[config.mk]
export PLATFORM = sky130hd
export DESIGN_NAME = mem_arbiter_flat
export DESIGN_NICKNAME = d
export VERILOG_FILES = /design/src/rtl/mem_arbiter_if.sv /design/src/rtl/mem_arbiter.sv /design/src/flat_wrapper.sv
export SDC_FILE = /design/constraint.sdc
export NUM_CORES = 1
export LEC_CHECK = 0
export CAP_MARGIN = 0
export CORE_MARGIN = 2
export CORE_UTILIZATION = 45
export DETAILED_ROUTE_END_ITERATION = 8
export GPL_ROUTABILITY_DRIVEN = 0
export PLACE_DENSITY_LB_ADDON = 0.05
export SETUP_SLACK_MARGIN = 0.4
export SLEW_MARGIN = 25
export SYNTH_ARGS = -nofsm -noshare
export SYNTH_HDL_FRONTEND = slang
export SYNTH_SLANG_ARGS = --single-unit
export TNS_END_PERCENT = 20
[constraint.sdc]
create_clock -name clk -period 4.85 [get_ports clk]
set_input_delay 0.97 -clock clk [delete_from_list [all_inputs] [get_ports clk]]
set_output_delay 0.97 -clock clk [all_outputs]
set_load 0.1 [all_outputs]
[src/rtl/mem_arbiter_if.sv]
// Bundle of the two requester ports (instruction fetch, data) and the byte-wide memory port
// shared by mem_arbiter; the arbiter uses the slave modport, the core/memory side the master.
interface mem_arbiter_if #(
    parameter int ADDR_W     = 32,
    parameter int MEM_ADDR_W = 17
);
    logic                  if_req;
    logic [ADDR_W-1:0]     if_addr;
    logic [31:0]           if_rdata;
    logic                  if_done;

    logic                  d_req;
    logic                  d_we;
    logic [1:0]            d_len;
    logic [ADDR_W-1:0]     d_addr;
    logic [31:0]           d_wdata;
    logic [31:0]           d_rdata;
    logic                  d_done;

    logic [MEM_ADDR_W-1:0] mem_a;
    logic                  mem_wr;
    logic [7:0]            mem_dout;
    logic [7:0]            mem_din;

    modport slave (
        input  if_req, if_addr, d_req, d_we, d_len, d_addr, d_wdata, mem_din,
        output if_rdata, if_done, d_rdata, d_done, mem_a, mem_wr, mem_dout
    );

    modport master (
        output if_req, if_addr, d_req, d_we, d_len, d_addr, d_wdata, mem_din,
        input  if_rdata, if_done, d_rdata, d_done, mem_a, mem_wr, mem_dout
    );
endinterface

[src/rtl/mem_arbiter.sv]
// Shares one byte-wide memory between the IF and D ports, splitting accesses into little-endian
// byte transactions. Define MEM_ARB_FAIR_EN for round-robin arbitration instead of D > IF.
module mem_arbiter #(
    parameter int ADDR_W     = 32,
    parameter int MEM_ADDR_W = 17
) (
    input  logic          clk,
    input  logic          rst,
    mem_arbiter_if.slave  bus
);

    typedef enum logic [1:0] {
        S_IDLE,
        S_IF_BUSY,
        S_D_BUSY,
        S_DONE
    } state_t;

    state_t                r_state;
    logic [2:0]            r_cnt;
    logic [2:0]            r_len_n;
    logic                  r_we;
    logic [MEM_ADDR_W-1:0] r_addr;
    logic [31:0]           r_wdata;
    logic [31:0]           r_data;
`ifdef MEM_ARB_FAIR_EN
    logic                  r_last_d;
`endif

    logic                  w_grant_d;
    logic                  w_grant_if;
    logic [2:0]            w_d_n;
    logic [MEM_ADDR_W-1:0] w_grant_a;
    logic [MEM_ADDR_W-1:0] w_next_a;
    logic [1:0]            w_cap_idx;
    logic [31:0]           w_capture;
    logic [7:0]            w_wbyte;
    logic                  w_unused;

    always_comb begin
        w_d_n = (bus.d_len == 2'd0) ? 3'd1 : (bus.d_len == 2'd1) ? 3'd2 : 3'd4;
`ifdef MEM_ARB_FAIR_EN
        // On a tie the port that was not granted last wins.
        w_grant_d = bus.d_req && (!bus.if_req || !r_last_d);
`else
        w_grant_d = bus.d_req;
`endif
        w_grant_if = bus.if_req && !w_grant_d;
        w_grant_a  = w_grant_d ? bus.d_addr[MEM_ADDR_W-1:0] : bus.if_addr[MEM_ADDR_W-1:0];
        w_next_a   = r_addr + MEM_ADDR_W'(r_cnt);
        w_wbyte    = r_wdata[8*r_cnt[1:0] +: 8];
        // Memory returns data one cycle late, so the byte arriving now belongs to index cnt-2.
        w_cap_idx  = 2'(r_cnt - 3'd2);
        w_capture  = r_data;
        w_capture[8*w_cap_idx +: 8] = bus.mem_din;
    end

    assign w_unused = ^{bus.if_addr, bus.d_addr};

    always_ff @(posedge clk or negedge rst) begin
        if (!rst) begin
            r_state      <= S_IDLE;
            r_cnt        <= 3'd0;
            r_len_n      <= 3'd0;
            r_we         <= 1'b0;
            r_addr       <= '0;
            r_wdata      <= 32'd0;
            r_data       <= 32'd0;
`ifdef MEM_ARB_FAIR_EN
            r_last_d     <= 1'b0;
`endif
            bus.if_rdata <= 32'd0;
            bus.if_done  <= 1'b0;
            bus.d_rdata  <= 32'd0;
            bus.d_done   <= 1'b0;
            bus.mem_a    <= '0;
            bus.mem_wr   <= 1'b0;
            bus.mem_dout <= 8'd0;
        end else begin
            bus.if_done  <= 1'b0;
            bus.d_done   <= 1'b0;
            bus.mem_a    <= '0;
            bus.mem_wr   <= 1'b0;
            bus.mem_dout <= 8'd0;
            case (r_state)
                S_IDLE: begin
                    if (w_grant_d || w_grant_if) begin
                        r_state      <= w_grant_d ? S_D_BUSY : S_IF_BUSY;
                        r_we         <= w_grant_d && bus.d_we;
                        r_len_n      <= w_grant_d ? w_d_n : 3'd4;
                        r_addr       <= w_grant_a;
                        r_wdata      <= bus.d_wdata;
                        r_data       <= 32'd0;
                        r_cnt        <= 3'd1;
                        bus.mem_a    <= w_grant_a;
                        bus.mem_wr   <= w_grant_d && bus.d_we;
                        bus.mem_dout <= (w_grant_d && bus.d_we) ? bus.d_wdata[7:0] : 8'd0;
`ifdef MEM_ARB_FAIR_EN
                        r_last_d     <= w_grant_d;
`endif
                    end
                end
                S_IF_BUSY, S_D_BUSY: begin
                    r_cnt <= r_cnt + 3'd1;
                    if (r_we) begin
                        if (r_cnt == r_len_n) begin
                            r_state    <= S_DONE;
                            bus.d_done <= 1'b1;
                        end else begin
                            bus.mem_a    <= w_next_a;
                            bus.mem_wr   <= 1'b1;
                            bus.mem_dout <= w_wbyte;
                        end
                    end else begin
                        if (r_cnt >= 3'd2) begin
                            r_data <= w_capture;
                        end
                        if (r_cnt < r_len_n) begin
                            bus.mem_a <= w_next_a;
                        end
                        if (r_cnt == r_len_n + 3'd1) begin
                            r_state <= S_DONE;
                            if (r_state == S_D_BUSY) begin
                                bus.d_done  <= 1'b1;
                                bus.d_rdata <= w_capture;
                            end else begin
                                bus.if_done  <= 1'b1;
                                bus.if_rdata <= w_capture;
                            end
                        end
                    end
                end
                S_DONE: begin
                    r_state <= S_IDLE;
                    r_cnt   <= 3'd0;
                end
                default: begin
                    r_state <= S_IDLE;
                    r_cnt   <= 3'd0;
                end
            endcase
        end
    end

endmodule
[src/flat_wrapper.sv]
// flat-port wrapper written by rule: the top's interface ports become plain ports
module mem_arbiter_flat 
#(
    parameter int ADDR_W     = 32,
    parameter int MEM_ADDR_W = 17
)
  (clk, rst, bus_if_req, bus_if_addr, bus_d_req, bus_d_we, bus_d_len, bus_d_addr, bus_d_wdata, bus_mem_din, bus_if_rdata, bus_if_done, bus_d_rdata, bus_d_done, bus_mem_a, bus_mem_wr, bus_mem_dout);
  mem_arbiter_if #(.ADDR_W(ADDR_W), .MEM_ADDR_W(MEM_ADDR_W)) bus_i ();
  input  logic clk;
  input  logic rst;
  input wire logic [$bits(bus_i.if_req)-1:0] bus_if_req;
  input wire logic [$bits(bus_i.if_addr)-1:0] bus_if_addr;
  input wire logic [$bits(bus_i.d_req)-1:0] bus_d_req;
  input wire logic [$bits(bus_i.d_we)-1:0] bus_d_we;
  input wire logic [$bits(bus_i.d_len)-1:0] bus_d_len;
  input wire logic [$bits(bus_i.d_addr)-1:0] bus_d_addr;
  input wire logic [$bits(bus_i.d_wdata)-1:0] bus_d_wdata;
  input wire logic [$bits(bus_i.mem_din)-1:0] bus_mem_din;
  output wire logic [$bits(bus_i.if_rdata)-1:0] bus_if_rdata;
  output wire logic [$bits(bus_i.if_done)-1:0] bus_if_done;
  output wire logic [$bits(bus_i.d_rdata)-1:0] bus_d_rdata;
  output wire logic [$bits(bus_i.d_done)-1:0] bus_d_done;
  output wire logic [$bits(bus_i.mem_a)-1:0] bus_mem_a;
  output wire logic [$bits(bus_i.mem_wr)-1:0] bus_mem_wr;
  output wire logic [$bits(bus_i.mem_dout)-1:0] bus_mem_dout;
  assign bus_i.if_req = bus_if_req;
  assign bus_i.if_addr = bus_if_addr;
  assign bus_i.d_req = bus_d_req;
  assign bus_i.d_we = bus_d_we;
  assign bus_i.d_len = bus_d_len;
  assign bus_i.d_addr = bus_d_addr;
  assign bus_i.d_wdata = bus_d_wdata;
  assign bus_i.mem_din = bus_mem_din;
  assign bus_if_rdata = bus_i.if_rdata;
  assign bus_if_done = bus_i.if_done;
  assign bus_d_rdata = bus_i.d_rdata;
  assign bus_d_done = bus_i.d_done;
  assign bus_mem_a = bus_i.mem_a;
  assign bus_mem_wr = bus_i.mem_wr;
  assign bus_mem_dout = bus_i.mem_dout;
  mem_arbiter #(.ADDR_W(ADDR_W), .MEM_ADDR_W(MEM_ADDR_W)) u_core (.clk(clk), .rst(rst), .bus(bus_i));
endmodule
**After elaboration in Yosys (flattened, before gate mapping)**

Index checks and enable logic that the tools add are counted.

- Flip-flop bits (word level): 182
- Input bits: 111
- Output and inout port bits: 92

- Add/subtract/negate cells: 5
- Order comparisons: 2
- Equality and inequality tests: 11
- Shift-type cells: 3
- Multiplexer cells: 40
- Bitwise operators: 2
- Reduce and logical (&&, ||, !) cells: 13

Operators with widths:

| kind | number |
|---|---|
| 2-to-1 mux 32 bit | 3 |
| 2-to-1 mux 17 bit | 5 |
| case mux 32 bit (2 select lines) | 1 |
| negator 5 -> 34 bit | 1 |
| case mux 17 bit (2 select lines) | 1 |
| variable shift 8 x 34 -> 32 bit (first input constant) | 1 |
| indexed part select 8 x 34 -> 32 bit | 1 |
| bitwise mux 32 bit | 1 |
| 2-to-1 mux 8 bit | 4 |
| indexed part select 32 x 6 -> 8 bit | 1 |
| adder 17 x 3 -> 17 bit | 1 |
| case mux 8 bit (2 select lines) | 1 |
| 2-to-1 mux 1 bit | 12 |
| 2-to-1 mux 3 bit | 4 |
| AND reduction 4 bit | 3 |
| 2-to-1 mux 2 bit | 5 |
| case mux 3 bit (3 select lines) | 1 |
| adder 3 x 1 -> 3 bit (second input constant) | 2 |
| == test 3 bit | 2 |
| case mux 2 bit (3 select lines) | 1 |
| == test 2 x 1 -> 1 bit (second input constant) | 2 |
| == test 2 bit (second input constant) | 2 |
| zero test 2 bit | 2 |
| inequality test 2 x 1 -> 1 bit (second input constant) | 2 |
| 15 further kinds | 17 |

**Depth between registers and ports, before layout**

- Depth after elaboration: 7
- Mapped depth: 10
- Mapped depth without buffers: 8

**Least setup slack after synthesis**

OpenSTA, ideal clock, no wires.

- Kind: register to register
- Start: register u_core.r_cnt[1]
- End: register u_core.bus.mem_a[14]
- Setup time: 0.078 ns
- Arrival: 2.419 ns
- Setup slack: 2.353 ns
- Stages on the path, launching flop included: 9
- Buffers on the path: 1
- Cells stage by stage: dfrtp_1 -> buf_1 -> inv_1 -> fa_1 -> nor2b_1 -> o211ai_2 -> or3_1 -> a21bo_1 -> a21oi_1

- Longest elaborated chain between the ends: 4
- Elaborated cells between the ends (all ways): 7
- Those cells by class: add/sub (1); order compare (1); eq/ne (1); mux (4)

RTL lines:

| what | line | source |
|---|---|---|
| from (decl) | mem_arbiter.sv:20 | `logic [2:0] r_cnt;` |
| from (signal assigned) | mem_arbiter.sv:104 | `r_cnt <= r_cnt + 3'd1;` |
| adder 17 x 3 -> 17 bit (tied with other cells) | mem_arbiter.sv:50 | `w_next_a = r_addr + MEM_ADDR_W'(r_cnt);` |
| 2-to-1 mux 17 bit, on equally long branches | mem_arbiter.sv:118, mem_arbiter.sv:106 |  |
| 2-to-1 mux 17 bit * | mem_arbiter.sv:105 | `if (r_we) begin` |
| case mux 17 bit (2 select lines) * | mem_arbiter.sv:85 | `case (r_state)` |
| to (signal assigned) | mem_arbiter.sv:95 | `bus.mem_a <= w_grant_a;` |
| to (signal assigned) | mem_arbiter.sv:110 | `bus.mem_a <= w_next_a;` |
| to (signal assigned) | mem_arbiter.sv:119 | `bus.mem_a <= w_next_a;` |
| to (decl) | mem_arbiter_if.sv:27 | `output if_rdata, if_done, d_rdata, d_done, mem_a, mem_wr, mem_dout` |

Mark *: on every way between the ends. The rest lies on a longest branch, timed or not.
A chain may end at the register's enable or synchronous reset.

**Worst setup path in the final report**

- Start: input port bus_d_req
- End: register u_core.r_data[8]

- Longest elaborated chain between the ends: 5

RTL lines:

| what | line | source |
|---|---|---|
| from (decl) | flat_wrapper.sv:13 | `input wire logic [$bits(bus_i.d_req)-1:0] bus_d_req;` |
| zero test 1 bit | mem_arbiter.sv:48 | `w_grant_if = bus.if_req && !w_grant_d;` |
| logical AND 1 bit | mem_arbiter.sv:48 |  |
| logical OR 1 bit * | mem_arbiter.sv:87 | `if (w_grant_d \|\| w_grant_if) begin` |
| inequality test 2 x 1 -> 1 bit (no source line) * | n/a |  |
| AND reduction 4 bit (no source line) * | n/a |  |
| to (signal assigned) | mem_arbiter.sv:116 | `r_data <= w_capture;` |
| to (decl) | mem_arbiter.sv:25 | `logic [31:0] r_data;` |

Marks and branches as above.

==> results.md <==
- Outcome: finished, final reports clean
- Total GRT Usage: 0.205
- EDFF count, synth: 0
- Synth Area per Inst: 10.1 µm²
- DRT Wirelength: 19,700 µm
- Root buffer cell: clkbuf_16
- Largest cells by area after synthesis: dfrtp_1 54%, a21oi_1 6.6%, nand2_1 5.5%
- Gate Count Post-Synth: 834
- Clk slew on worst S/H paths: 0.06 ns
- Antenna violations before repair: 0
- Core area: 18,500 µm²
- CTS tree: done
- Via Count: 6,419
- Crit path max fanout: 17
- RSZ-0062 raised after global routing: no
- Via-per-instance ratio: 5.23
- WP data required: 5.16 ns
- Synth top cells by count: 182 x dfrtp_1, 124 x nand2_1, 111 x a21oi_1
- CTS sink cnt: 182
- 1st-pass router iterations: 4
- Fin area: 10,900 µm²
- Final setup fails: 0
- Layout area overhead: 28.8%
- Post-synth cell types: 51
- Crit share post-route: 0.608
- Final Hold Vio Count: 0
- Layout net count: 1,109
- DP Wirelength: 13,300 µm
- Seq/Total Area, Yosys: 0.540
- First-pass GRT wire length: 32,400 µm
- Fraction of layout cells with a size suffix above 1: 0.0714
- Remaining global-route overflow: 0
- Slowest stage delay, CP: 0.73 ns
- Crit-path cells: clkdlybuf4s50_1 -> nor3b_2 -> a2111o_1 -> nor2_4 -> a21o_1 -> a22o_1
- Worst slew margin: 0.327
- Setup crit end kind: register
- CTS buffer count: 17
- # fillers: 1,657
- Die area: 19,800 µm²
- Yosys top cell by area: dfrtp_1
- Fmax: 339 MHz
- CTS Hold Buffers Added: 0
- Starting Density: 0.455
- Synth Register Bits: 182
- ANT nets after route: 0
- Crit path buffers/inverters: 1
- Arrival time worst endpoint: 3.26 ns
- Worst path top cell family by delay: compound AO/OA/AOI/OAI gates
- Row cnt: 50
- Setup Buffers After CTS: 0
- # Max-Cap Violations: 0
- I/O pins: 203
- Startpoint types: input pin
- Core Util, Final: 0.586
- H-tree levels: 4
- Number of port buffers: 172
- Mapped Area: 8430 µm²
- Skew-Pair Late Insertion Delay: 0.43 ns
- Post-route minimum period: 2.95 ns
- Skew final: 0.00796 ns
- Async SR Flop Fraction: 1.00
- Number of global-route vias before repair: 6,183
- Drt wl/cell: 16.0 µm
- Pin slew with the least headroom to its limit: 1.01 ns
- Main synth FF type: dfrtp_1
- Count leader, synth: dfrtp_1
- Hold Path Class: reg2reg
- Final hold slack: 0.469 ns
- YS warnings: 0
- Largest net degree at the start of global routing: 99
- Ant. Diodes: 0
- CTS resizes: 0
- Longest Clk Path Bufs: 2
- Die width: 141 µm
- # DRC: 0
- Syn_nets: 962
- Iter 0 DRT Violations: 330
- Max stage delay cell, worst path: a2111o_1
- Max Slew Vio Count: 0
- Worst Setup Path Type: in2reg
- Placed cell areas: 10,300 µm²
- Top-area cell type share of the netlist area: 0.540
- Setup TNS: 0 ns
- Die height: 141 µm
==> worst paths after layout <==
| kind | from | slack (ns) | cells after the start | end |
|---|---|---|---|---|
| setup reg to reg | u_core.r_state[1]$_DFFE_PN0P_ | 2.07 | 8 | u_core.r_data[8]$_DFFE_PN0P_ |
| hold reg to reg | u_core.r_wdata[25]$_DFFE_PN0P_ | 0.47 | 2 | u_core.r_wdata[25]$_DFFE_PN0P_ |
| setup / recovery | bus_d_req | 1.90 | 6 | u_core.r_data[8]$_DFFE_PN0P_ |
| min in group asynchronous | rst | 0.61 | 1 | u_core.bus.d_rdata[22]$_DFFE_PN0P_ |
| hold / removal | u_core.r_wdata[25]$_DFFE_PN0P_ | 0.47 | 2 | u_core.r_wdata[25]$_DFFE_PN0P_ |
| max in group asynchronous | rst | 3.19 | 2 | u_core.r_data[2]$_DFFE_PN0P_ |
==> layout by cell type (no fill, tap or decap), types with 14 or more instances in the layout <==
| cell type | synthesis | final |
|---|---|---|
| nor2_1 | 99 | 99 |
| inv_1 | 14 | 14 |
| clkbuf_16 | 0 | 17 |
| ha_1 | 16 | 16 |
| nor2b_1 | 36 | 36 |
| a21oi_1 | 111 | 111 |
| nand2_1 | 124 | 124 |
| dfrtp_1 | 182 | 182 |
| o21ai_0 | 17 | 16 |
| clkdlybuf4s50_1 | 0 | 171 |
| a22o_1 | 34 | 34 |
| a21o_1 | 44 | 44 |
==> tightest hold or removal path, stage by stage, from the launching register on <==
cell     delay, ns
dfrtp_1       0.34
nand2_1       0.05
nand2_1       0.05
==> layout make-up <==
type                       count  area, µm²  share of cell area
inverter                      14       52.6             0.00484
tap                          234        293              0.0270
clock inverter                11       98.8             0.00910
sequential                   182       4550               0.419
multi-input combinational    581       3560               0.328
clock buffer                  21        460              0.0424
timing repair buffer         185       1830               0.169
==> cell families after synthesis <==
family,share of synthesized area
AO/OA/AOI/OAI,0.176
XOR/XNOR,0.0153
adder cells (fa/ha/maj),0.0261
buffers and inverters,0.0389
flip-flops,0.540
multiplexers,0.0448
AND/OR/NAND/NOR,0.159
==> routing by layer <==
metal  track usage  share of wire  up-vias
li1              -              -     3148
met1         0.286           0.46     3092
met2         0.327           0.48      163
met3        0.0455          0.048       16
met4        0.0537          0.010        0
met5             0              0        -
==> registers in the layout (all words and copies together), names as in the netlist, 2 cells and up <==
signal               flops
u_core.bus.mem_a        17
u_core.bus.d_rdata      32
u_core.r_len_n           3
u_core.r_cnt             3
u_core.r_wdata          32
u_core.r_data           32
u_core.bus.mem_dout      8
u_core.r_state           2
u_core.r_addr           17
u_core.bus.if_rdata     32
==> stage by stage <==
stage | setup slack (ns) | cells
finish | 1.90 | 1228
global route | 1.74 | 1228
CTS | 1.89 | 1228
detailed placement | 1.49 | 1196
global placement | 1.49 | 1196
floorplan | 2.35 | 834
Power is left out: the tool's default activity adds up to more than one toggle a clock period on the data nets, which glitch-free logic cannot reach.
